===== src/rtl/lock_pkg.sv =====
// Shared definitions for the keypad scanner and the combination lock FSM:
// scanner states, key codes, one-hot h/v encodings and the key decoder.
package lock_pkg;

  typedef enum logic [2:0] {
    ST_IDLE,
    ST_SCAN,
    ST_DEB_PRESS,
    ST_PRESSED,
    ST_DEB_REL
  } kscan_state_e;

  localparam logic [3:0] KEY_0    = 4'd0;
  localparam logic [3:0] KEY_1    = 4'd1;
  localparam logic [3:0] KEY_2    = 4'd2;
  localparam logic [3:0] KEY_3    = 4'd3;
  localparam logic [3:0] KEY_4    = 4'd4;
  localparam logic [3:0] KEY_5    = 4'd5;
  localparam logic [3:0] KEY_6    = 4'd6;
  localparam logic [3:0] KEY_7    = 4'd7;
  localparam logic [3:0] KEY_8    = 4'd8;
  localparam logic [3:0] KEY_9    = 4'd9;
  localparam logic [3:0] KEY_STAR = 4'd10;
  localparam logic [3:0] KEY_HASH = 4'd11;
  localparam logic [3:0] KEY_NONE = 4'd15;

  // Leftmost bit is column 1 / row 1, matching the [1:3] / [1:4] port ranges.
  localparam logic [2:0] H_NONE = 3'b000;
  localparam logic [2:0] H_COL1 = 3'b100;
  localparam logic [2:0] H_COL2 = 3'b010;
  localparam logic [2:0] H_COL3 = 3'b001;

  localparam logic [3:0] V_NONE = 4'b0000;
  localparam logic [3:0] V_ROW1 = 4'b1000;
  localparam logic [3:0] V_ROW2 = 4'b0100;
  localparam logic [3:0] V_ROW3 = 4'b0010;
  localparam logic [3:0] V_ROW4 = 4'b0001;

  function automatic logic [3:0] row_onehot(input logic [1:0] idx);
    return V_ROW1 >> idx;
  endfunction

  function automatic logic is_onehot3(input logic [2:0] x);
    return (x != 3'b000) && ((x & (x - 3'd1)) == 3'b000);
  endfunction

  function automatic logic [3:0] key_decode(input logic [3:0] v_row, input logic [2:0] h_col);
    logic [3:0] code;
    code = KEY_NONE;
    case (v_row)
      V_ROW1: begin
        case (h_col)
          H_COL1:  code = KEY_1;
          H_COL2:  code = KEY_2;
          H_COL3:  code = KEY_3;
          default: code = KEY_NONE;
        endcase
      end
      V_ROW2: begin
        case (h_col)
          H_COL1:  code = KEY_4;
          H_COL2:  code = KEY_5;
          H_COL3:  code = KEY_6;
          default: code = KEY_NONE;
        endcase
      end
      V_ROW3: begin
        case (h_col)
          H_COL1:  code = KEY_7;
          H_COL2:  code = KEY_8;
          H_COL3:  code = KEY_9;
          default: code = KEY_NONE;
        endcase
      end
      V_ROW4: begin
        case (h_col)
          H_COL1:  code = KEY_STAR;
          H_COL2:  code = KEY_0;
          H_COL3:  code = KEY_HASH;
          default: code = KEY_NONE;
        endcase
      end
      default: code = KEY_NONE;
    endcase
    return code;
  endfunction

endpackage


===== src/rtl/keypad_sync.sv =====
// Two-flop synchroniser for the asynchronous keypad column returns.
module keypad_sync #(
  parameter int WIDTH = 3
) (
  input  logic             clk,
  input  logic             rst_n,
  input  logic [WIDTH-1:0] d_i,
  output logic [WIDTH-1:0] q_o
);

  logic [WIDTH-1:0] meta_q;
  logic [WIDTH-1:0] sync_q;

  always_ff @(posedge clk or negedge rst_n) begin
    if (!rst_n) begin
      meta_q <= '0;
      sync_q <= '0;
    end else begin
      meta_q <= d_i;
      sync_q <= meta_q;
    end
  end

  assign q_o = sync_q;

endmodule


===== src/rtl/keypad_scan_ctrl.sv =====
// Row-scanning 4x3 keypad controller with press/release debounce, driving the
// lock FSM's one-hot h/v interface plus a key code and press strobe.
module keypad_scan_ctrl
  import lock_pkg::*;
#(
  parameter int SCAN_DIV     = 4,
  parameter int DEBOUNCE_CYC = 8
) (
  input  logic       clk,
  input  logic       reset,
  input  logic       en,
  input  logic [1:3] col_sense,
  output logic [1:4] row_drive,
  output logic [1:3] h,
  output logic [1:4] v,
  output logic [3:0] key_code,
  output logic       key_strobe,
  output logic       key_held,
  output logic       multi_key
);

  localparam int DW = $clog2(SCAN_DIV) + 1;
  localparam int BW = $clog2(DEBOUNCE_CYC) + 1;
  localparam logic [DW-1:0] DWELL_LAST = DW'(SCAN_DIV - 1);
  localparam logic [BW-1:0] DEB_LAST   = BW'(DEBOUNCE_CYC);

  logic [2:0] col_s;

  kscan_state_e  state_q, state_d;
  logic [1:0]    row_q, row_d;
  logic [DW-1:0] dwell_q, dwell_d;
  logic [BW-1:0] deb_q, deb_d;
  logic [2:0]    cand_q, cand_d;
  logic [3:0]    row_drive_q, row_drive_d;
  logic [2:0]    h_q, h_d;
  logic [3:0]    v_q, v_d;
  logic [3:0]    code_q, code_d;
  logic          strobe_q, strobe_d;
  logic          held_q, held_d;
  logic          multi_q, multi_d;

  keypad_sync #(.WIDTH(3)) u_sync (
    .clk   (clk),
    .rst_n (reset),
    .d_i   (col_sense),
    .q_o   (col_s)
  );

  always_comb begin
    state_d  = state_q;
    row_d    = row_q;
    dwell_d  = dwell_q;
    deb_d    = deb_q;
    cand_d   = cand_q;
    h_d      = h_q;
    v_d      = v_q;
    code_d   = code_q;
    strobe_d = 1'b0;
    held_d   = held_q;
    multi_d  = multi_q;

    if (!en) begin
      state_d = ST_IDLE;
      row_d   = 2'd0;
      dwell_d = '0;
      deb_d   = '0;
      cand_d  = 3'b000;
      h_d     = H_NONE;
      v_d     = V_NONE;
      code_d  = KEY_NONE;
      held_d  = 1'b0;
      multi_d = 1'b0;
    end else begin
      case (state_q)
        ST_IDLE: begin
          state_d = ST_SCAN;
          row_d   = 2'd0;
          dwell_d = '0;
        end

        // Sampling only at the end of the dwell hides the sync latency after a row change.
        ST_SCAN: begin
          if (dwell_q == DWELL_LAST) begin
            if (col_s == 3'b000) begin
              row_d   = row_q + 2'd1;
              dwell_d = '0;
            end else begin
              cand_d  = col_s;
              deb_d   = '0;
              state_d = ST_DEB_PRESS;
            end
          end else begin
            dwell_d = dwell_q + 1'b1;
          end
        end

        ST_DEB_PRESS: begin
          if (col_s != cand_q) begin
            state_d = ST_SCAN;
            dwell_d = '0;
          end else if (deb_q == DEB_LAST) begin
            state_d = ST_PRESSED;
            h_d     = cand_q;
            v_d     = row_onehot(row_q);
            held_d  = 1'b1;
            if (is_onehot3(cand_q)) begin
              code_d   = key_decode(row_onehot(row_q), cand_q);
              strobe_d = 1'b1;
              multi_d  = 1'b0;
            end else begin
              // Raw multi-bit h is passed on so the lock sees an invalid entry.
              code_d  = KEY_NONE;
              multi_d = 1'b1;
            end
          end else begin
            deb_d = deb_q + 1'b1;
          end
        end

        ST_PRESSED: begin
          if (col_s == 3'b000) begin
            state_d = ST_DEB_REL;
            deb_d   = '0;
          end
        end

        ST_DEB_REL: begin
          if (col_s != 3'b000) begin
            state_d = ST_PRESSED;
          end else if (deb_q == DEB_LAST) begin
            state_d = ST_SCAN;
            row_d   = row_q + 2'd1;
            dwell_d = '0;
            deb_d   = '0;
            h_d     = H_NONE;
            v_d     = V_NONE;
            code_d  = KEY_NONE;
            held_d  = 1'b0;
            multi_d = 1'b0;
          end else begin
            deb_d = deb_q + 1'b1;
          end
        end

        default: state_d = ST_IDLE;
      endcase
    end

    row_drive_d = (state_d == ST_IDLE) ? V_NONE : row_onehot(row_d);
  end

  always_ff @(posedge clk or negedge reset) begin
    if (!reset) begin
      state_q     <= ST_IDLE;
      row_q       <= 2'd0;
      dwell_q     <= '0;
      deb_q       <= '0;
      cand_q      <= 3'b000;
      row_drive_q <= V_NONE;
      h_q         <= H_NONE;
      v_q         <= V_NONE;
      code_q      <= KEY_NONE;
      strobe_q    <= 1'b0;
      held_q      <= 1'b0;
      multi_q     <= 1'b0;
    end else begin
      state_q     <= state_d;
      row_q       <= row_d;
      dwell_q     <= dwell_d;
      deb_q       <= deb_d;
      cand_q      <= cand_d;
      row_drive_q <= row_drive_d;
      h_q         <= h_d;
      v_q         <= v_d;
      code_q      <= code_d;
      strobe_q    <= strobe_d;
      held_q      <= held_d;
      multi_q     <= multi_d;
    end
  end

  assign row_drive  = row_drive_q;
  assign h          = h_q;
  assign v          = v_q;
  assign key_code   = code_q;
  assign key_strobe = strobe_q;
  assign key_held   = held_q;
  assign multi_key  = multi_q;

endmodule


===== config.mk =====
export PLATFORM = sky130hd
export DESIGN_NAME = keypad_scan_ctrl
export DESIGN_NICKNAME = d
export VERILOG_FILES = /design/src/rtl/lock_pkg.sv /design/src/rtl/keypad_sync.sv /design/src/rtl/keypad_scan_ctrl.sv
export SDC_FILE = /design/constraint.sdc
export NUM_CORES = 1
export LEC_CHECK = 0
export ABC_AREA = 1
export ABC_CLOCK_PERIOD_IN_PS = 1800
export CORE_AREA = 3 3 87 89
export CTS_BUF_LIST = sky130_fd_sc_hd__clkbuf_2
export DETAILED_ROUTE_END_ITERATION = 6
export DIE_AREA = 0 0 90 92
export HOLD_SLACK_MARGIN = 0.12
export SYNTH_ARGS = -nofsm -noshare
export SYNTH_HDL_FRONTEND = slang
export SYNTH_HIERARCHICAL = 1
export SYNTH_SLANG_ARGS = --single-unit

===== constraint.sdc =====
create_clock -name clk -period 1.8 [get_ports clk]
set_input_delay 0.18 -clock clk [delete_from_list [all_inputs] [get_ports clk]]
set_output_delay 0.18 -clock clk [all_outputs]
set_load 0.005 [all_outputs]

After elaboration in Yosys (flattened, before gate mapping)
Cells that the tools add are included.
{"block": "classes", "n_addsub": 4, "eq_ne": 30, "shifts": 2, "n_mux": 74, "n_bitwise": 1, "reduce_logical": 11}
{"cell": "$mux 4", "count": 20}
{"cell": "$mux 3", "count": 21}
{"cell": "$pmux 4 s3", "count": 4}
{"cell": "$pmux 4 s4", "count": 2}
{"cell": "$ne 3x3->1 const B", "count": 9}
{"cell": "$pmux 4 s2", "count": 2}
{"cell": "$pmux 3 s5", "count": 1}
{"cell": "$mux 1", "count": 14}
{"cell": "$eq 3x2->1 const B", "count": 4}
{"cell": "$logic_not 3->1", "count": 4}
{"cell": "$pmux 3 s4", "count": 1}
{"cell": "$mux 2", "count": 5}
{"cell": "$ne 5x1->1 const B", "count": 2}
{"cell": "$reduce_and 5->1", "count": 2}
{"cell": "$eq 4x4->1 const B", "count": 2}
{"cell": "$shr 4x2->4 const A", "count": 2}
{"cell": "$reduce_and 7->1", "count": 1}
{"cell": "$eq 3x1->1 const B", "count": 2}
{"cell": "$eq 3x3->1 const B", "count": 2}
{"cell": "$pmux 2 s3", "count": 1}
{"cell": "$pmux 3 s2", "count": 1}
{"cell": "$reduce_bool 3->1", "count": 2}
{"cell": "$add 4x1->4 const B", "count": 1}
{"cell": "$eq 4x1->1 const B", "count": 1}
{"cell": "other kinds (14)", "count": 16}
{"block": "totals", "reg_bits": 39, "in_bits": 6}

Depth between registers and ports, before layout
{"block": "depth", "ltp_word": 9, "depth_mapped": 12, "depth_no_buf": 12}

Hierarchy
The synthesis kept the hierarchy.
{"mod": "keypad_scan_ctrl", "n_inst": 1, "cells_per_inst": 250, "area_per_inst_um2": 1911.8, "seq_area_each_um2": 830.8}
{"mod": "keypad_sync", "n_inst": 1, "cells_per_inst": 6, "area_per_inst_um2": 150.1, "seq_area_each_um2": 150.1}

Worst setup path before layout
Ideal clock, no wire load.
{"block": "synth_timing", "path_kind": "reg2reg", "from": "register deb_q[0]", "to": "register h_q[2] (netlist: h[1])", "setup_time_ps": 117, "arrival_time_ps": 1516, "t_required_ps": 1683, "setup_slack_ps": 167, "path_stages_with_launch": 11, "path_buffers": 1, "period_less_slack_ps": 1633, "cell_sequence": "dfrtp_1 inv_1 ha_1 nand2_1 nor2_1 inv_2 a21oi_2 nand3_4 buf_6 nand2_1 nand2_1"}
{"block": "synth_between", "elab_chain_len": 3, "word_cells_on_any_way": 4, "cone_classes": "eq/ne (3); reduce/logical (1)"}
{"element": "from (decl)", "line_no": "keypad_scan_ctrl.sv:32", "rtl": "logic [BW-1:0] deb_q, deb_d;"}
{"element": "from (signal assigned)", "line_no": "keypad_scan_ctrl.sv:157", "rtl": "deb_q <= '0;"}
{"element": "from (signal assigned)", "line_no": "keypad_scan_ctrl.sv:170", "rtl": "deb_q <= deb_d;"}
{"element": "$eq 4x4->1 *", "line_no": "keypad_scan_ctrl.sv:101, keypad_scan_ctrl.sv:130"}
{"element": "$ne 3x3->1 (no source line)"}
{"element": "$reduce_and 5->1 (no source line) *"}
{"element": "to (signal assigned)", "line_no": "keypad_scan_ctrl.sv:160", "rtl": "h_q <= H_NONE;"}
{"element": "to (signal assigned)", "line_no": "keypad_scan_ctrl.sv:173", "rtl": "h_q <= h_d;"}
{"element": "to (decl)", "line_no": "keypad_scan_ctrl.sv:35", "rtl": "logic [2:0] h_q, h_d;"}
Mark *: on every way between the ends. The rest lies on a longest branch, timed or not.
A chain may end at the register's enable or synchronous reset.

Worst setup path after layout
{"block": "layout_timing", "from": "register deb_q[1]", "to": "register multi_q (netlist: multi_key)"}
{"block": "layout_between", "elab_chain_len": 3, "word_cells_on_any_way": 4, "cone_classes": "eq/ne (3); reduce/logical (1)"}
{"element": "$eq 4x4->1 *", "line_no": "keypad_scan_ctrl.sv:101, keypad_scan_ctrl.sv:130"}
{"element": "$ne 3x3->1 (no source line)"}
{"element": "$reduce_and 5->1 (no source line) *"}
{"element": "to (signal assigned)", "line_no": "keypad_scan_ctrl.sv:178", "rtl": "multi_q <= multi_d;"}
{"element": "to (decl)", "line_no": "keypad_scan_ctrl.sv:40", "rtl": "logic multi_q, multi_d;"}
Marks and branches as above.

==> out/metrics.cfg <==
[setup_path]
cp.arrival_ps = 2040
rr_worst_depth = 11
critPathMaxStageDelay_ps = 450
r2r-start = deb_q[1]$_DFFE_PN0P_
regToRegEndpoint = multi_key$_DFFE_PN0P_
crit_chain = inv_2 -> ha_4 -> nand2_2 -> nor2_1 -> buf_4 -> inv_2 -> a21oi_2 -> nand3_4 -> nor2_4 -> nand2_1 -> nand2_1
path_class = flop to flop
worstPathRequired_ps = 2110
critPathMaxFanout = 8
reg2reg_setup_slack_ps = 70
cp-start-kind = flop
timing.critical_path.buf_inv = 3
endpoint_kind = flop
critPathTopFamily = simple AND/OR/NAND/NOR gates
crit_path_top_delay_cell = dfrtp_1

[route]
drc = 0
ant_nets = 0
via_count = 1819
drt_iter0_drc = 89
vias_per_cell = 4.50
wirelength_um = 4650
firstDrtPassIters = 4
post_drt_wl_per_cell_um = 11.5

[final_layout]
drive_above_1_share_pct = 17.5
final.fill_count = 721
multi_input_comb_area_mm2 = 0.00101
final_cells = 404
stdcell_area_mm2 = 0.00266
syn2layout_area_growth_pct = 28.9
final_cell_mix = 74 x nand2_1, 34 x dfrtp_1, 22 x clkdlybuf4s50_1
seq_area_um2 = 982
final_common_cell = nand2_1
diodes = 0
final_nets = 324

[clock_network]
clk_latency_ps = 390
path_clk_slew_ps = 210
cts_buffer_depth = 2
cts_tree = yes
numCtsBuffers = 5
root_buffer = clkbuf_2
cts.htree.levels = 2
cts_sinks = 39

[flow_run]
drv_cap = 0

[synthesis]
synth_ff_type = dfrtp_1
syn_nets = 273
synth-seq-cells = 39
synth_cell_types = 26
yosysTopAreaCellShare_pct = 42.5
yosys_warnings = 6
synthArstFlopShare_pct = 100
synth_enable_flop_cells = 0
synth_area_mm2 = 0.00206
synth_cells = 256
syn_avg_cell_area_um2 = 8.05
synth_area_leader_cell = dfrtp_1
synth_area_leaders = dfrtp_1 42%, nand2_1 14%, ha_1 6.7%
synth-seq-area-share_pct = 47.6

[die]
start_util_pct = 30.2
die_area_mm2 = 0.00828
ioPinCount = 24
rows = 30
die_w_um = 90
dieHeight_um = 92
design.core.area_mm2 = 0.00683

[outcome]
status = finished, final reports clean

[worst_hold_path]
hold_end = u_sync/meta_q[0]$_DFF_PN0_
hp-start = col_sense[3]
hold_path_class = input pin to flop
holdPathStages = 1

[sta]
rsz0062_at_grt = yes
maxSlewViolCount = 0
setup_viol = 0
worst_pin_slew_ps = 495
finalCriticalPeriod_ps = 1730
max_freq_mhz = 579
slew_headroom_pct = 67.0
finalClockSkew_ps = 30.7
fin_crit_sh_pct = 96.0
finalHoldViolations = 0

[placed_design]
dpl_cell_area_mm2 = 0.00252
hpwl_um = 3510
gp_congestion = 0.942
dp_cells = 389
portBuffers = 23

[global_routing]
grt_start_max_net_pins = 21
grt_pass1_wl_um = 7920
grt_pass1_vias = 1705
gr-total-overflow = 0
track_usage_pct = 11.6
antenna_found_initial = 0

[power]
p_per_area_mw_per_mm2 = 569
power.leakage_nw = 1.31
ir_drop_v = 0.000152

stage by stage:
stage / setup slack (ps) / total power [W] / setup TNS, ps / hold WS [ps] / utilization [%]
floorplan: 167 / 0.00104 / 0 / -116 / -
global placement: 58.7 / 0.00114 / 0 / 172 / 37.0
detailed placement: 8.11 / 0.00114 / 0 / 179 / 37.0
CTS: 74.8 / 0.00153 / 0 / 192 / 37.7
global route: -47.9 / 0.00160 / -153 / 166 / 38.9
finish: 71.7 / 0.00151 / 0 / 211 / 38.9
cell usage after synthesis (4+ instances only):
cell and number:
ha_1 11, a21oi_1 6, nor2_1 23, nand2_1 78, o21ai_0 18, inv_1 23, dfstp_2 4, nand3_1 22
xnor2_1 4, nor3_1 7, dfrtp_1 35, nand4_1 8
how the worst max path moves through the flow:
stage                     depth (start not counted)  slack [ps]                 start                    end
after floorplan                                  10         170  deb_q[0]$_DFFE_PN0P_       h[1]$_DFFE_PN0P_
after global placement                            7          60                    en   key_held$_DFFE_PN0P_
after detailed placement                          8           8                    en   key_held$_DFFE_PN0P_
after CTS                                        11          70  deb_q[1]$_DFFE_PN0P_       v[3]$_DFFE_PN0P_
after global routing                             11         -50  deb_q[0]$_DFFE_PN0P_  multi_key$_DFFE_PN0P_
final                                            11          70  deb_q[1]$_DFFE_PN0P_  multi_key$_DFFE_PN0P_
final cells by class:
type                       instances  area share, %
clock inverter                     2          0.282
multi-input combinational        189           37.9
sequential                        39           37.0
inverter                          26           3.67
timing repair buffer              46           15.5
clock buffer                       6           1.13
tap                               96           4.52
cells by family after synthesis:
group	synth area share, %
AO/OA/AOI/OAI	7.52
XOR/XNOR	2.12
adder cells (fa/ha/maj)	6.67
buffers and inverters	5.46
flip-flops	47.6
AND/OR/NAND/NOR	30.6
timing repair:
action                                  4_1_cts  5_1_grt
endpoints found under the setup margin        0       22
buffers inserted                              0        6
hold buffers                                  1        0
endpoints found under the hold margin        35        0
resized for setup                             0       17
sequential cells by signal, summed over array words and instances (netlist names):
| name | flops |
|---|---|
| key_held | 1 |
| h | 3 |
| state_q | 3 |
| u_sync/q_o | 3 |
| cand_q | 3 |
| dwell_q | 3 |
| row_q | 2 |
| multi_key | 1 |
| u_sync/meta_q | 3 |
| deb_q | 4 |
| key_strobe | 1 |
| key_code | 4 |
| row_drive | 4 |
| v | 4 |
power breakdown:
part           internal (W)  switching (W)  total (W)  leakage, nW
clock             0.0000936       0.000282   0.000375       0.0281
sequential         0.000913      0.0000182   0.000931        0.505
combinational     0.0000922       0.000114   0.000206        0.774
routing by layer:
metal / GRT usage [%] / routed length, um / up-vias
met4: 4.34 / 40 / 0
met3: 2.38 / 176 / 6
met1: 15.1 / 2210 / 836
met5: 0 / 0 / -
li1: - / - / 932
met2: 19.2 / 2230 / 45
(Power assumes the default switching activity.)
